### src/rtl/pipe_hazard_ctrl.sv
// Hazard, bypass and stall controller tracking in-flight register writes behind decode.
// Optional stall performance counter (stall_cnt port) is built when HAZ_PERF_CNT_EN is defined.
module pipe_hazard_ctrl #(
    parameter int REG_AW     = 5,
    parameter int DEPTH      = 3,
    parameter int LOAD_STAGE = 2,
    parameter int SELW       = $clog2(DEPTH + 1)
) (
    input  logic              clock,
    input  logic              reset,
    input  logic              d_valid,
    input  logic [REG_AW-1:0] d_rs_a,
    input  logic [REG_AW-1:0] d_rs_b,
    input  logic              d_use_a,
    input  logic              d_use_b,
    input  logic [REG_AW-1:0] d_rd,
    input  logic              d_wr,
    input  logic              d_load,
    input  logic              freeze,
    input  logic              flush,
    output logic              stall_o,
    output logic              bubble_o,
    output logic [SELW-1:0]   fwd_a_sel,
    output logic [SELW-1:0]   fwd_b_sel,
    output logic [DEPTH-1:0]  stage_valid
`ifdef HAZ_PERF_CNT_EN
    ,
    output logic [31:0]       stall_cnt
`endif
);

    logic [DEPTH-1:0]  valid_r;
    logic [DEPTH-1:0]  wr_r;
    logic [DEPTH-1:0]  load_r;
    logic [REG_AW-1:0] rd_r [DEPTH];

    logic [SELW-1:0]   sel_a_s;
    logic [SELW-1:0]   sel_b_s;
    logic              haz_a_s;
    logic              haz_b_s;
    logic              stall_s;
    logic              bubble_s;
    logic              ent_valid_s;

    // Register 0 is hardwired zero, so it can never be a forwarding source.
    function automatic logic src_match(input logic v, input logic w, input logic [REG_AW-1:0] rd,
                                       input logic [REG_AW-1:0] src, input logic use_src);
        return v && w && use_src && (src != {REG_AW{1'b0}}) && (rd == src);
    endfunction

    // Scan oldest to youngest so the youngest matching entry overwrites the selection.
    always_comb begin
        sel_a_s = {SELW{1'b0}};
        sel_b_s = {SELW{1'b0}};
        haz_a_s = 1'b0;
        haz_b_s = 1'b0;
        for (int k = DEPTH; k >= 1; k--) begin
            if (src_match(valid_r[k-1], wr_r[k-1], rd_r[k-1], d_rs_a, d_use_a)) begin
                sel_a_s = SELW'(k);
                haz_a_s = load_r[k-1] && (k < LOAD_STAGE);
            end else begin
                sel_a_s = sel_a_s;
            end
            if (src_match(valid_r[k-1], wr_r[k-1], rd_r[k-1], d_rs_b, d_use_b)) begin
                sel_b_s = SELW'(k);
                haz_b_s = load_r[k-1] && (k < LOAD_STAGE);
            end else begin
                sel_b_s = sel_b_s;
            end
        end
    end

    // Stall/bubble priority: reset, then freeze, then flush, then load-use hazard.
    always_comb begin
        stall_s  = 1'b0;
        bubble_s = 1'b0;
        if (!reset) begin
            stall_s  = 1'b0;
            bubble_s = 1'b0;
        end else if (freeze) begin
            stall_s  = 1'b1;
            bubble_s = 1'b0;
        end else if (flush) begin
            stall_s  = 1'b0;
            bubble_s = 1'b1;
        end else if (d_valid && (haz_a_s || haz_b_s)) begin
            stall_s  = 1'b1;
            bubble_s = 1'b1;
        end else begin
            stall_s  = 1'b0;
            bubble_s = 1'b0;
        end
    end

    assign ent_valid_s = d_valid && !stall_s && !flush;

    assign stall_o     = stall_s;
    assign bubble_o    = bubble_s;
    assign fwd_a_sel   = reset ? sel_a_s : {SELW{1'b0}};
    assign fwd_b_sel   = reset ? sel_b_s : {SELW{1'b0}};
    assign stage_valid = reset ? valid_r : {DEPTH{1'b0}};

    // Entry shift register: decode enters entry 1, everything moves one stage unless frozen.
    always_ff @(posedge clock) begin
        if (!reset) begin
            valid_r <= {DEPTH{1'b0}};
            wr_r    <= {DEPTH{1'b0}};
            load_r  <= {DEPTH{1'b0}};
            for (int k = 0; k < DEPTH; k++) begin
                rd_r[k] <= {REG_AW{1'b0}};
            end
        end else if (!freeze) begin
            valid_r <= {valid_r[DEPTH-2:0], ent_valid_s};
            wr_r    <= {wr_r[DEPTH-2:0], d_wr};
            load_r  <= {load_r[DEPTH-2:0], d_load};
            rd_r[0] <= d_rd;
            for (int k = 1; k < DEPTH; k++) begin
                rd_r[k] <= rd_r[k-1];
            end
        end else begin
            valid_r <= valid_r;
            wr_r    <= wr_r;
            load_r  <= load_r;
        end
    end

`ifdef HAZ_PERF_CNT_EN
    logic [31:0] stall_cnt_r;

    // Counts every stalled edge, freeze cycles included; wraps naturally at 32 bits.
    always_ff @(posedge clock) begin
        if (!reset) begin
            stall_cnt_r <= 32'd0;
        end else if (stall_s) begin
            stall_cnt_r <= stall_cnt_r + 32'd1;
        end else begin
            stall_cnt_r <= stall_cnt_r;
        end
    end

    assign stall_cnt = reset ? stall_cnt_r : 32'd0;
`endif

endmodule

### config.mk
export PLATFORM = sky130hd
export DESIGN_NAME = pipe_hazard_ctrl
export DESIGN_NICKNAME = d
export VERILOG_FILES = /design/src/rtl/pipe_hazard_ctrl.sv
export SDC_FILE = /design/constraint.sdc
export NUM_CORES = 1
export LEC_CHECK = 0
export BUFFER_PORTS_ARGS = -buffer_cell sky130_fd_sc_hd__buf_2
export CAP_MARGIN = 20
export CORE_MARGIN = 3
export CORE_UTILIZATION = 52
export DETAILED_ROUTE_END_ITERATION = 6
export PLACE_DENSITY_LB_ADDON = 0.1
export SYNTH_ARGS = -nofsm -noshare
export SYNTH_HDL_FRONTEND = slang
export SYNTH_SLANG_ARGS = --single-unit
### constraint.sdc
create_clock -name clock -period 1.87 [get_ports clock]
set_input_delay 0.187 -clock clock [delete_from_list [all_inputs] [get_ports clock]]
set_output_delay 0.187 -clock clock [all_outputs]
set_load 0.1 [all_outputs]
After elaboration in Yosys (flattened, before gate mapping). Memories as Yosys holds them, arrays and structs flattened. Index checks and enable logic that the tools add are counted.

Bits in registers: 7. Bits in writable memories: 15. Bits of input ports: 24. Output and inout port bits: 9. Memories kept: 1.

Memory list: rd_r (depth 3, width 5, read ports 3, clocked after Yosys merged registers in 0, write ports 3, RTL line 35) `logic [REG_AW-1:0] rd_r [DEPTH];`.

Eq/ne operators: 6. Muxes and demuxes: 25. Bitwise operators: 3. Reductions and logical operators: 29.

Operators with widths (count): 5-bit == test (6); 1-bit logical AND (24); 2-bit two-way mux (8); 5-bit two-way mux (3); 1-bit two-way mux (13); 5-bit nonzero test (2); 3-bit two-way mux (1); 1-bit bitwise OR (3); 1-bit zero test (2); 1-bit logical OR (1).

Logic depth before layout (Yosys ltp).
Depth after elaboration: 14. Gate-level depth with buffers: 5.

Worst setup path after synthesis. No wires, ideal clock.

Path kind: reg2out. From: mem rd_r[0][0]. To: out bubble_o. Data arrival time: 3327 ps. Required time: 1683 ps. Slack: -1644 ps. Stages on the path, launching flop included: 6. Cell sequence: edfxtp_1 -> xnor2_1 -> nand4_1 -> or3_4 -> and2_1 -> o21ai_0.

RTL lines: from (decl) (RTL line 35); to (decl) (RTL line 22) `output logic bubble_o,`.

==> run_results.csv <==
group,metric,value,unit
routing,routed_vias,1103,
placement,dp.final_hpwl,2360,µm
clock_tree,ctsHoldBuffers,0,
clock_tree,htreeDepth,1,
power_and_ir_drop,cellInternalPower,0.742,mW
routing,drt_first_pass_iters,4,
timing,final-setup-viol-count,6,
setup_path,cp.required,1.68,ns
routing,detail_route.iter0.violations,20,
floorplan,coreArea,0.00232,mm²
placement,dp_cells,191,
timing,final-hold-violation-count,0,
power_and_ir_drop,cellPowerDensity,564,mW/mm²
logic_synthesis,synth-edff-count,15,
setup_path,crit_family,"simple AND/OR/NAND/NOR gates",
logic_synthesis,asyncSetResetFlopFracSynth,0,%
clock_tree,number_of_buffers_added_by_the_clock_tree_synthesis_step,3,
power_and_ir_drop,comb_power_share,22.3,%
setup_path,cp.buffers_inverters,1,
floorplan,die-width,56.7,µm
final_layout,final_net_count,196,
timing,max_clock_freq,0.457,GHz
placement,place.port_buffers,32,
power_and_ir_drop,clkPwrFrac,20.9,%
final_layout,syn_to_final_growth,35.7,%
logic_synthesis,synth_cell_type_count,27,
timing,finalWorstPathRequiredPeriod,2.19,ns
hold_path,timing.hold.worst_path_depth,3,
logic_synthesis,netlist_area,0.00134,mm²
floorplan,die_h,56.7,µm
floorplan,floorplan.initialDensity,57.7,%
setup_path,r2r_setup_slack,0.19,ns
logic_synthesis,synth.net_count,149,
global_routing,wire_length_of_the_first_global_routing_pass,4950,µm
setup_path,ff2ff_path_depth,6,
clock_tree,clk_latency,0.30,ns
setup_path,start_kind,"flop",
global_routing,vias_in_the_first_global_route,1107,
final_layout,final-instance-count-excl-fill,199,
floorplan,die-area,0.00322,mm²
timing,fin_worst_skew,0.00892,ns
setup_path,path_cells,"xnor2_1, nand4_1, or3_4, and2_4, o21ai_4, buf_12",
placement,place.gp.congestion,0.901,
global_routing,antenna_found_initial,0,
clock_tree,cts_buffer_depth,2,
setup_path,rr_endpoint,"valid_r[0]$_SDFFE_PN0N_",
flow_run,maxCapViolCount,0,
setup_path,slowest_stage,"sky130_fd_sc_hd__edfxtp_1",
timing,pins_over_slew_limit,0,
timing,hold_slack,0.136,ns
logic_synthesis,yosysWarnings,0,
setup_path,worst_setup_path_startpoint,"rd_r[0][0]$_SDFFCE_PN0P_",
final_layout,layout-drive-gt1-share,38.6,%
power_and_ir_drop,cellLeakagePower,0.713,nW
timing,tns,-1.64,ns
outcome,violated_checks,"setup timing",
clock_tree,root_buffer,"sky130_fd_sc_hd__clkbuf_4",
floorplan,num_io_pins,33,
hold_path,hold_end,"wr_r[0]$_SDFFE_PN0N_",
final_layout,antenna_cells,0,
setup_path,largest_incremental_delay_on_the_critical_path,0.48,ns
timing,worst_slew_pin_slew,0.487,ns
timing,setup_ws,-0.320,ns
placement,post-place-ws,-0.0276,ns
routing,route.detailed.drc,0,
clock_tree,clkSinkCount,22,
setup_path,crit_type,"flop to output pin",
hold_path,hold_path_startpoint,"d_wr",
setup_path,reg_to_reg_start,"rd_r[0][0]$_SDFFCE_PN0P_",
power_and_ir_drop,power_switching_share,27.5,%
routing,avgViaCountPerCell,5.54,
routing,ant_nets,0,
global_routing,grt_max_degree,17,
logic_synthesis,synthesis.instances,125,
final_layout,finish.utilization,78.3,%
power_and_ir_drop,seqPwrFrac,56.8,%
setup_path,crit_arrival,2.00,ns
logic_synthesis,synth.yosys.seq_area_share,44.2,%
logic_synthesis,synth_flop_cell,"sky130_fd_sc_hd__edfxtp_1",
power_and_ir_drop,net_switching_component_of_the_power,0.282,mW
timing,grt_setup_unrepaired,"yes",
timing,timing.max_slew.rel_slack,67.8,%
outcome,status,"complete, but fails checks",
power_and_ir_drop,vdd.ir_drop.worst,0.000556,V
setup_path,crit_path_max_fanout,4,
floorplan,rows,17,
routing,finalWirelength,2990,µm
hold_path,min_path_type,"primary input to flop",
setup_path,cp-end-kind,"output pin",
clock_tree,path_clk_slew,0.12,ns
global_routing,grt_usage,19.5,%
timing,period_share,117,%
logic_synthesis,avgSynthCellArea,10.7,µm²
logic_synthesis,flip_flop_and_latch_count_after_synthesis,22,
global_routing,grt_overflow_total,0,
clock_tree,clock_tree_from_tritoncts,"built",
routing,detail_route.wl_per_cell,15.0,µm
per-layer routing:
metal | vias to the layer above | share of wire [%] | routed length (µm) | global-route usage, %
met5 | - | 0 | 0 | 0
met4 | 0 | 1.6 | 48 | 6.44
met3 | 6 | 6.4 | 192 | 3.22
met2 | 39 | 50 | 1490 | 32.0
met1 | 521 | 42 | 1260 | 25.9
li1 | 537 | - | - | -
repair_timing:
action | CTS | global route
pin swaps | 8 | 5
resized for setup | 2 | 4
setup buffers | 1 | 3
cloned | 0 | 0
setup endpoints to repair | 6 | 6
tightest hold or removal path, cell delays in order:
cell and delay [ns]:
sky130_fd_sc_hd__buf_2 0.07, sky130_fd_sc_hd__mux2i_1 0.05, sky130_fd_sc_hd__nor2b_1 0.09
synthesized netlist by cell type (all sizes together), types with 3 or more instances:
| library cell | instances | area, µm² |
|---|---|---|
| xnor2 | 21 | 184 |
| and2 | 20 | 125 |
| edfxtp | 15 | 450 |
| xor2 | 9 | 78.8 |
| dfxtp | 7 | 140 |
| nor2b | 7 | 43.8 |
| mux2i | 5 | 50.1 |
| nand2 | 5 | 18.8 |
| nand3 | 5 | 25.0 |
| nand4 | 5 | 31.3 |
| o21ai | 5 | 36.3 |
| nor4 | 4 | 31.3 |
| clkbuf | 3 | 11.3 |
cells by family after synthesis:
| kind of cell | share of synthesized area, % |
|---|---|
| DFF | 44.2 |
| AOI/OAI and AO/OA | 6.46 |
| xor gates and xnor gates | 19.6 |
| buffers and inverters | 0.842 |
| muxes | 4.58 |
| and+or+nand+nor | 24.3 |
state kept, by name (all words and copies together), names as in the netlist:
register / cells
valid_r: 3
load_r: 1
rd_r: 15
wr_r: 3
worst max path at each step:
stage                         endpoint  slack [ns]  cells after the start
final                          stall_o       -0.32                      6
after global routing      fwd_a_sel[0]       -0.40                      6
after CTS                      stall_o       -0.32                      6
after detailed placement      bubble_o       -0.03                      6
after global placement        bubble_o      -0.008                      6
after floorplan               bubble_o       -0.12                      5
final cells by class:
class                      instances  area [µm²]
clock buffer                       3        22.5
clock inverter                     1        3.75
fill                             152         503
multi-input combinational        100         812
sequential                        22         591
tap                               28        35.0
timing repair buffer              45         352
power by group through the flow:
| stage | Clock (mW) | Sequential, mW | Combinational (mW) |
|---|---|---|---|
| floorplan | 0 | 0.583 | 0.128 |
| global placement | 0 | 0.591 | 0.203 |
| detailed placement | 0 | 0.592 | 0.209 |
| CTS | 0.226 | 0.581 | 0.214 |
| global route | 0.244 | 0.585 | 0.248 |
| finish | 0.214 | 0.582 | 0.229 |
stage by stage:
step	cell area, µm²	total power, mW
after floorplan	1380	0.711
after global placement	1720	0.793
after detailed placement	1720	0.802
after CTS	1770	1.02
after global routing	1820	1.08
final	1820	1.02
cells in the final DEF (no fill, tap or decap):
master,netlist,layout
sky130_fd_sc_hd__buf_2,0,26
sky130_fd_sc_hd__and2_2,0,1
sky130_fd_sc_hd__a21boi_4,0,1
sky130_fd_sc_hd__clkinv_1,0,1
sky130_fd_sc_hd__or3_1,1,1
sky130_fd_sc_hd__mux2i_1,5,5
sky130_fd_sc_hd__nand2b_1,1,1
sky130_fd_sc_hd__nand4_1,5,5
sky130_fd_sc_hd__buf_12,0,6
sky130_fd_sc_hd__edfxtp_1,15,15
sky130_fd_sc_hd__xnor2_1,21,18
sky130_fd_sc_hd__and2_1,20,18
sky130_fd_sc_hd__mux2_2,1,1
sky130_fd_sc_hd__o21ai_1,2,2
sky130_fd_sc_hd__nor4_1,3,1
sky130_fd_sc_hd__o21ai_4,1,3
sky130_fd_sc_hd__xnor2_2,0,3
sky130_fd_sc_hd__buf_6,0,1
sky130_fd_sc_hd__buf_4,0,12
sky130_fd_sc_hd__o211a_2,0,2
sky130_fd_sc_hd__nor2b_1,7,7
sky130_fd_sc_hd__xor2_1,9,9
sky130_fd_sc_hd__nand3_1,5,5
sky130_fd_sc_hd__o211ai_1,1,1
sky130_fd_sc_hd__clkbuf_4,0,3
sky130_fd_sc_hd__nand2_1,5,5
sky130_fd_sc_hd__dfxtp_1,7,7
sky130_fd_sc_hd__nor4_2,1,3
sky130_fd_sc_hd__a21boi_0,2,1
sky130_fd_sc_hd__and2_4,0,1
sky130_fd_sc_hd__o31ai_1,1,1
sky130_fd_sc_hd__nor2_1,2,2
sky130_fd_sc_hd__or3_4,1,1
sky130_fd_sc_hd__or4_4,1,2
Note: power is estimated with default switching activity, not from simulation.
